--- config.mk ---
export PLATFORM = sky130hd
export DESIGN_NAME = mem_bus_arbiter
export DESIGN_NICKNAME = d
export VERILOG_FILES = /design/src/rtl/mem_bus_arbiter_pkg.sv /design/src/rtl/mem_bus_arbiter_sat_counter.sv /design/src/rtl/mem_bus_arbiter.sv
export SDC_FILE = /design/constraint.sdc
export NUM_CORES = 1
export LEC_CHECK = 0
export BUFFER_PORTS_ARGS = -buffer_cell sky130_fd_sc_hd__buf_2
export CAP_MARGIN = 20
export CORE_ASPECT_RATIO = 2
export CORE_UTILIZATION = 30
export DETAILED_ROUTE_END_ITERATION = 7
export GPL_TIMING_DRIVEN = 0
export PLACE_DENSITY = 0.84
export SYNTH_ARGS = -nofsm -noshare
export SYNTH_HDL_FRONTEND = slang
export SYNTH_HIERARCHICAL = 1
export SYNTH_SLANG_ARGS = --single-unit
--- constraint.sdc ---
create_clock -name i_clk -period 2.3 [get_ports i_clk]
set_input_delay 0.115 -clock i_clk [delete_from_list [all_inputs] [get_ports i_clk]]
set_output_delay 0.115 -clock i_clk [all_outputs]
set_load 0.02 [all_outputs]
--- src/rtl/mem_bus_arbiter_pkg.sv ---
// Shared definitions for the memory bus arbiter: bus widths and the bus-owner state encoding.
package mem_bus_arbiter_pkg;

    localparam int ADDR_WIDTH = 16;
    localparam int DATA_WIDTH = 8;

    typedef enum logic [1:0] {
        S_IDLE = 2'd0,
        S_CPU  = 2'd1,
        S_VID  = 2'd2
    } arb_owner_t;

endpackage

--- src/rtl/mem_bus_arbiter_sat_counter.sv ---
// Saturating up-counter with a variable increment and a synchronous clear.
// Clear wins over increment.
module mem_bus_arbiter_sat_counter #(
    parameter int WIDTH = 4,
    parameter int MAX   = 15,
    parameter int INC_W = 1
) (
    input  logic             i_clk,
    input  logic             i_reset,
    input  logic             i_clr,
    input  logic [INC_W-1:0] i_inc,
    output logic [WIDTH-1:0] o_count
);

    localparam logic [WIDTH:0] MAX_V = (WIDTH+1)'(MAX);

    logic [WIDTH-1:0] r_count;
    logic [WIDTH:0]   w_sum;

    // One extra bit of headroom so the saturation test cannot wrap.
    assign w_sum = {1'b0, r_count} + (WIDTH+1)'(i_inc);

    always_ff @(posedge i_clk) begin
        if (i_reset) begin
            r_count <= '0;
        end else if (i_clr) begin
            r_count <= '0;
        end else if (w_sum >= MAX_V) begin
            r_count <= MAX_V[WIDTH-1:0];
        end else begin
            r_count <= w_sum[WIDTH-1:0];
        end
    end

    assign o_count = r_count;

endmodule

--- src/rtl/mem_bus_arbiter.sv ---
// Two-master memory bus arbiter: video has priority with a bounded burst, CPU wait is bounded.
// Optional stall statistics output is enabled with `define MEM_ARB_STATS_EN.
module mem_bus_arbiter
    import mem_bus_arbiter_pkg::*;
#(
    parameter int VID_BURST_MAX = 8,
    parameter int CPU_MAX_WAIT  = 4
) (
    input  logic                  i_clk,
    input  logic                  i_reset,
    input  logic                  i_cpu_req,
    input  logic                  i_cpu_we,
    input  logic [ADDR_WIDTH-1:0] i_cpu_addr,
    input  logic [DATA_WIDTH-1:0] i_cpu_wdata,
    output logic                  o_cpu_gnt,
    output logic                  o_cpu_rvalid,
    input  logic                  i_vid_req,
    input  logic [ADDR_WIDTH-1:0] i_vid_addr,
    output logic                  o_vid_gnt,
    output logic                  o_vid_rvalid,
    output logic [DATA_WIDTH-1:0] o_rdata,
    output logic [ADDR_WIDTH-1:0] o_mem_addr,
    output logic                  o_mem_re,
    output logic                  o_mem_we,
    output logic [DATA_WIDTH-1:0] o_mem_wdata,
    input  logic [DATA_WIDTH-1:0] i_mem_rdata
`ifdef MEM_ARB_STATS_EN
    ,
    output logic [15:0]           o_stall_cycles
`endif
);

    localparam int BW = $clog2(VID_BURST_MAX + 1);
    localparam int WW = $clog2(CPU_MAX_WAIT + 1);
    localparam logic [BW-1:0] BURST_MAX_V = BW'(VID_BURST_MAX);
    localparam logic [WW-1:0] WAIT_MAX_V  = WW'(CPU_MAX_WAIT);

    arb_owner_t            r_state;
    logic                  r_rd_valid;
    logic [BW-1:0]         w_burst_cnt;
    logic [WW-1:0]         w_wait_cnt;
    logic                  w_cpu_gnt;
    logic                  w_vid_gnt;
    logic                  w_cpu_wait;
    logic [ADDR_WIDTH-1:0] w_mem_addr;
    logic [DATA_WIDTH-1:0] w_mem_wdata;
    logic                  w_mem_re;
    logic                  w_mem_we;

    // Starvation guard first, then video unless its burst is exhausted while the CPU waits.
    always_comb begin
        w_cpu_gnt = 1'b0;
        w_vid_gnt = 1'b0;
        if (!i_reset) begin
            if (i_cpu_req && (w_wait_cnt == WAIT_MAX_V)) begin
                w_cpu_gnt = 1'b1;
            end else if (i_vid_req && !(i_cpu_req && (w_burst_cnt == BURST_MAX_V))) begin
                w_vid_gnt = 1'b1;
            end else if (i_cpu_req) begin
                w_cpu_gnt = 1'b1;
            end
        end
    end

    always_comb begin
        w_mem_addr  = '0;
        w_mem_wdata = '0;
        w_mem_re    = 1'b0;
        w_mem_we    = 1'b0;
        if (w_cpu_gnt) begin
            w_mem_addr  = i_cpu_addr;
            w_mem_wdata = i_cpu_wdata;
            w_mem_re    = !i_cpu_we;
            w_mem_we    = i_cpu_we;
        end else if (w_vid_gnt) begin
            w_mem_addr = i_vid_addr;
            w_mem_re   = 1'b1;
        end
    end

    // r_state records the owner of the last issued cycle; with r_rd_valid it steers rvalid.
    always_ff @(posedge i_clk) begin
        if (i_reset) begin
            r_state    <= S_IDLE;
            r_rd_valid <= 1'b0;
        end else begin
            r_rd_valid <= w_mem_re;
            if (w_cpu_gnt) begin
                r_state <= S_CPU;
            end else if (w_vid_gnt) begin
                r_state <= S_VID;
            end else begin
                r_state <= S_IDLE;
            end
        end
    end

    assign w_cpu_wait = i_cpu_req && !w_cpu_gnt;

    mem_bus_arbiter_sat_counter #(
        .WIDTH (BW),
        .MAX   (VID_BURST_MAX),
        .INC_W (1)
    ) u_burst_cnt (
        .i_clk   (i_clk),
        .i_reset (i_reset),
        .i_clr   (!w_vid_gnt),
        .i_inc   (w_vid_gnt),
        .o_count (w_burst_cnt)
    );

    mem_bus_arbiter_sat_counter #(
        .WIDTH (WW),
        .MAX   (CPU_MAX_WAIT),
        .INC_W (1)
    ) u_wait_cnt (
        .i_clk   (i_clk),
        .i_reset (i_reset),
        .i_clr   (w_cpu_gnt || !i_cpu_req),
        .i_inc   (w_cpu_wait),
        .o_count (w_wait_cnt)
    );

`ifdef MEM_ARB_STATS_EN
    logic [1:0] w_stall_inc;

    assign w_stall_inc = {1'b0, w_cpu_wait} + {1'b0, (i_vid_req && !w_vid_gnt)};

    mem_bus_arbiter_sat_counter #(
        .WIDTH (16),
        .MAX   (65535),
        .INC_W (2)
    ) u_stall_cnt (
        .i_clk   (i_clk),
        .i_reset (i_reset),
        .i_clr   (1'b0),
        .i_inc   (w_stall_inc),
        .o_count (o_stall_cycles)
    );
`endif

    assign o_cpu_gnt    = w_cpu_gnt;
    assign o_vid_gnt    = w_vid_gnt;
    assign o_mem_addr   = w_mem_addr;
    assign o_mem_wdata  = w_mem_wdata;
    assign o_mem_re     = w_mem_re;
    assign o_mem_we     = w_mem_we;
    assign o_rdata      = i_mem_rdata;
    // Gated by reset so a read in flight when reset arrives never reports data.
    assign o_cpu_rvalid = r_rd_valid && (r_state == S_CPU) && !i_reset;
    assign o_vid_rvalid = r_rd_valid && (r_state == S_VID) && !i_reset;

endmodule

==> metrics.txt <==
worst min path class=in -> reg; syn avg cell area=between 9 and 10 µm²; slew at the pin with the worst max-slew slack=approximately 0.53 ns; DRT iter0 DRCs=20; multi-input logic area=592 µm²; DR pass1 iterations=3; Post-CTS Hold Fix Bufs=0; fraction of layout cells with a size suffix above 1=0.730; status=finished, final reports clean; Area growth syn-to-layout=75.4%; die height=around 78 µm; row cnt=27; Clk Latency, worst-skew pair=between 0.2 and 0.25 ns; Die Area=slightly above 3000 µm²; routed len/inst=12.4 µm; Slew headroom=0.640; final critical-path share of the clock period=0.994; clock slew at reported path FFs=about 0.05 ns; mean number of vias per cell=between 4 and 5; Buffers & Inverters on Critical Path=3; Final Setup Violations=0; routed via count=1063; hpwl dp=1910 µm; H-Tree Depth=1; fmax=437 MHz; crit start category=flip-flop; Yosys reg bits=10; clock sinks=10; DRC Markers=0; vias in the first global route=roughly 820; register area=around 200 µm²; Fillers=about 230; Final Max Tran Viols=0; GPL Wtd Cong=0.718; yosys warns=6; Crit Path Max Fanout=6; maximum vdd drop=328 µV; Crit Path Class=reg -> out; final hold vios=0; Worst path top cell family by delay=simple AND/OR/NAND/NOR gates; Die Width=between 30 and 40 µm; # IOs=91; CP dominant cell by count=buf_4; CP max stage cell=or4b_4; unrepaired setup endpoints after global routing=true; min Tclk post-route=about 2.3 ns; Max-Cap Viols=0; Detailed Route WL=about 2600 µm; CTS buffer count=3; static leakage=around 0.83 nW; commonest non-fill, non-tap cell in the layout=buf_2; net total in the final layout=roughly 240; diodes inserted=0; Distinct cells, synth=30; GR Util All Layers=0.151; Syn Nets=about 150; largest net degree at the start of global routing=12; port bufs=82; pwr dens=between 400 and 500 nW/µm²; worst stage delay on the critical path=0.58 ns; initial antenna violation count=0; final setup margin=about 0.013 ns; CP Data Required Time=around 2.2 ns; root buffer cell=clkbuf_8; final clock skew=about 0.0021 ns; sequential fraction of the synthesis area=0.233; mapped cell area=860 µm²; dpl ws=-0.223 ns; clock tree buffer depth=2; crit path DAT=2.17 ns; Cell Chain, Critical Path=or4b_4, a311oi_4, buf_6, buf_4, a22o_2, buf_4; initial core utilization=0.314; Final ANT Viol Nets=0; global route total overflow=0; Post-Syn Instances=89; first-pass GRT wire length=around 3300 µm; Core Box Area=roughly 2700 µm²; CP endpoint kind=primary output; setup TNS=0 ns; most frequent cells in the layout=74 x buf_2, 26 x buf_4, 16 x a22o_2, 9 x and2_1, 8 x dfxtp_1; CTS tree=built
## routing by layer
| metal | wire [µm] | track usage | share of wire | vias to the layer above |
|---|---|---|---|---|
| met5 | 0 | 0 | 0 | - |
| met4 | 72 | 0.114 | 0.027 | 0 |
| met3 | 203 | 0.0171 | 0.077 | 7 |
| met2 | 1470 | 0.275 | 0.56 | 55 |
| met1 | 898 | 0.130 | 0.34 | 472 |
| li1 | - | - | - | 529 |
## cell families (layout without fill, tap and decap cells)
| group | after synthesis | after routing | synth area share |
|---|---|---|---|
| buffers and inverters | 15 | 111 | 0.131 |
| xor gates and xnor gates | 1 | 1 | 0.0102 |
| DFF | 10 | 10 | 0.233 |
| muxes | 2 | 2 | 0.0247 |
| adders and majority gates | 4 | 4 | 0.0582 |
| AOI/OAI and AO/OA | 26 | 26 | 0.295 |
| and+or+nand+nor | 31 | 31 | 0.247 |
## registers in the layout, indices dropped and copies added, names as in the netlist
name	count
r_rd_valid	1
r_state	2
u_burst_cnt/o_count	4
u_wait_cnt/o_count	3
## worst reg2reg max path, stage by stage, from the launching register on
cell and delay (ns):
dfxtp_1 0.34, or4b_4 0.59, a31oi_1 0.23, nor2_1 0.07, ha_1 0.22, ha_1 0.19, a21boi_1 0.14, a21oi_2 0.19
nor3b_2 0.18
## per-stage QoR
stage / area [µm²] / utilization / total power [mW] / instances / hold WS, ns
finish: 1510 / 0.551 / 0.607 / 214 / 0.124
detailed placement: 1310 / 0.477 / 0.363 / 200 / 0.383
global route: 1510 / 0.551 / 0.631 / 214 / 0.147
CTS: 1390 / 0.507 / 0.591 / 204 / 0.125
global placement: 1310 / 0.477 / 0.361 / 200 / 0.377
floorplan: 860 / - / 0.289 / 89 / 0.191
## synth_stat cells
library cell,n,share of area
a21boi_1,1,0.0087
nand2b_1,2,0.015
dfxtp_1,10,0.23
nor3_1,1,0.0058
buf_6,3,0.039
a21oi_1,3,0.017
nand3_1,2,0.012
buf_4,9,0.079
nor2_1,3,0.013
a22o_2,16,0.19
o22ai_1,1,0.0073
a311oi_4,1,0.031
or3b_2,1,0.010
nor4b_1,3,0.031
mux2_2,1,0.013
ha_1,4,0.058
nand3b_1,2,0.017
a311oi_1,1,0.010
a2111oi_0,1,0.010
nor3b_1,1,0.0087
nand2_1,1,0.0044
a2111oi_2,1,0.017
a31oi_1,1,0.0073
and2_1,9,0.065
nor4bb_1,3,0.035
xnor2_1,1,0.010
inv_1,3,0.013
mux2i_1,1,0.012
or4b_4,1,0.016
and3_1,2,0.015
## final timing paths
path / from / slack, ns / cells after the start / endpoint
hold / removal: i_reset / 0.12 / 2 / u_burst_cnt/o_count[3]
setup reg to reg: u_burst_cnt/o_count[0] / 0.09 / 8 / u_wait_cnt/o_count[2]
setup / recovery: u_burst_cnt/o_count[0] / 0.01 / 6 / o_mem_addr[5]
hold reg to reg: u_burst_cnt/o_count[3] / 0.51 / 1 / u_burst_cnt/o_count[2]
## final cells by class
class	count	share of cell area
sequential	10	0.134
timing repair buffer	92	0.338
multi-input combinational	64	0.393
buffer	12	0.0672
inverter	3	0.00747
clock buffer	4	0.0365
tap	29	0.0241
## where the power goes
part | switching [mW] | internal, mW | leakage, nW
registers | 0.00285 | 0.178 | 0.0825
logic | 0.0977 | 0.102 | 0.714
clock network | 0.0755 | 0.151 | 0.0288
## timing repair
| item | 4_1_cts | 5_1_grt |
|---|---|---|
| endpoints found under the setup margin | 4 | 25 |
| setup buffers | 0 | 8 |
| cloned | 0 | 2 |
| pin swaps | 0 | 3 |
| gates resized for setup | 3 | 17 |
(Power assumes the default switching activity.)
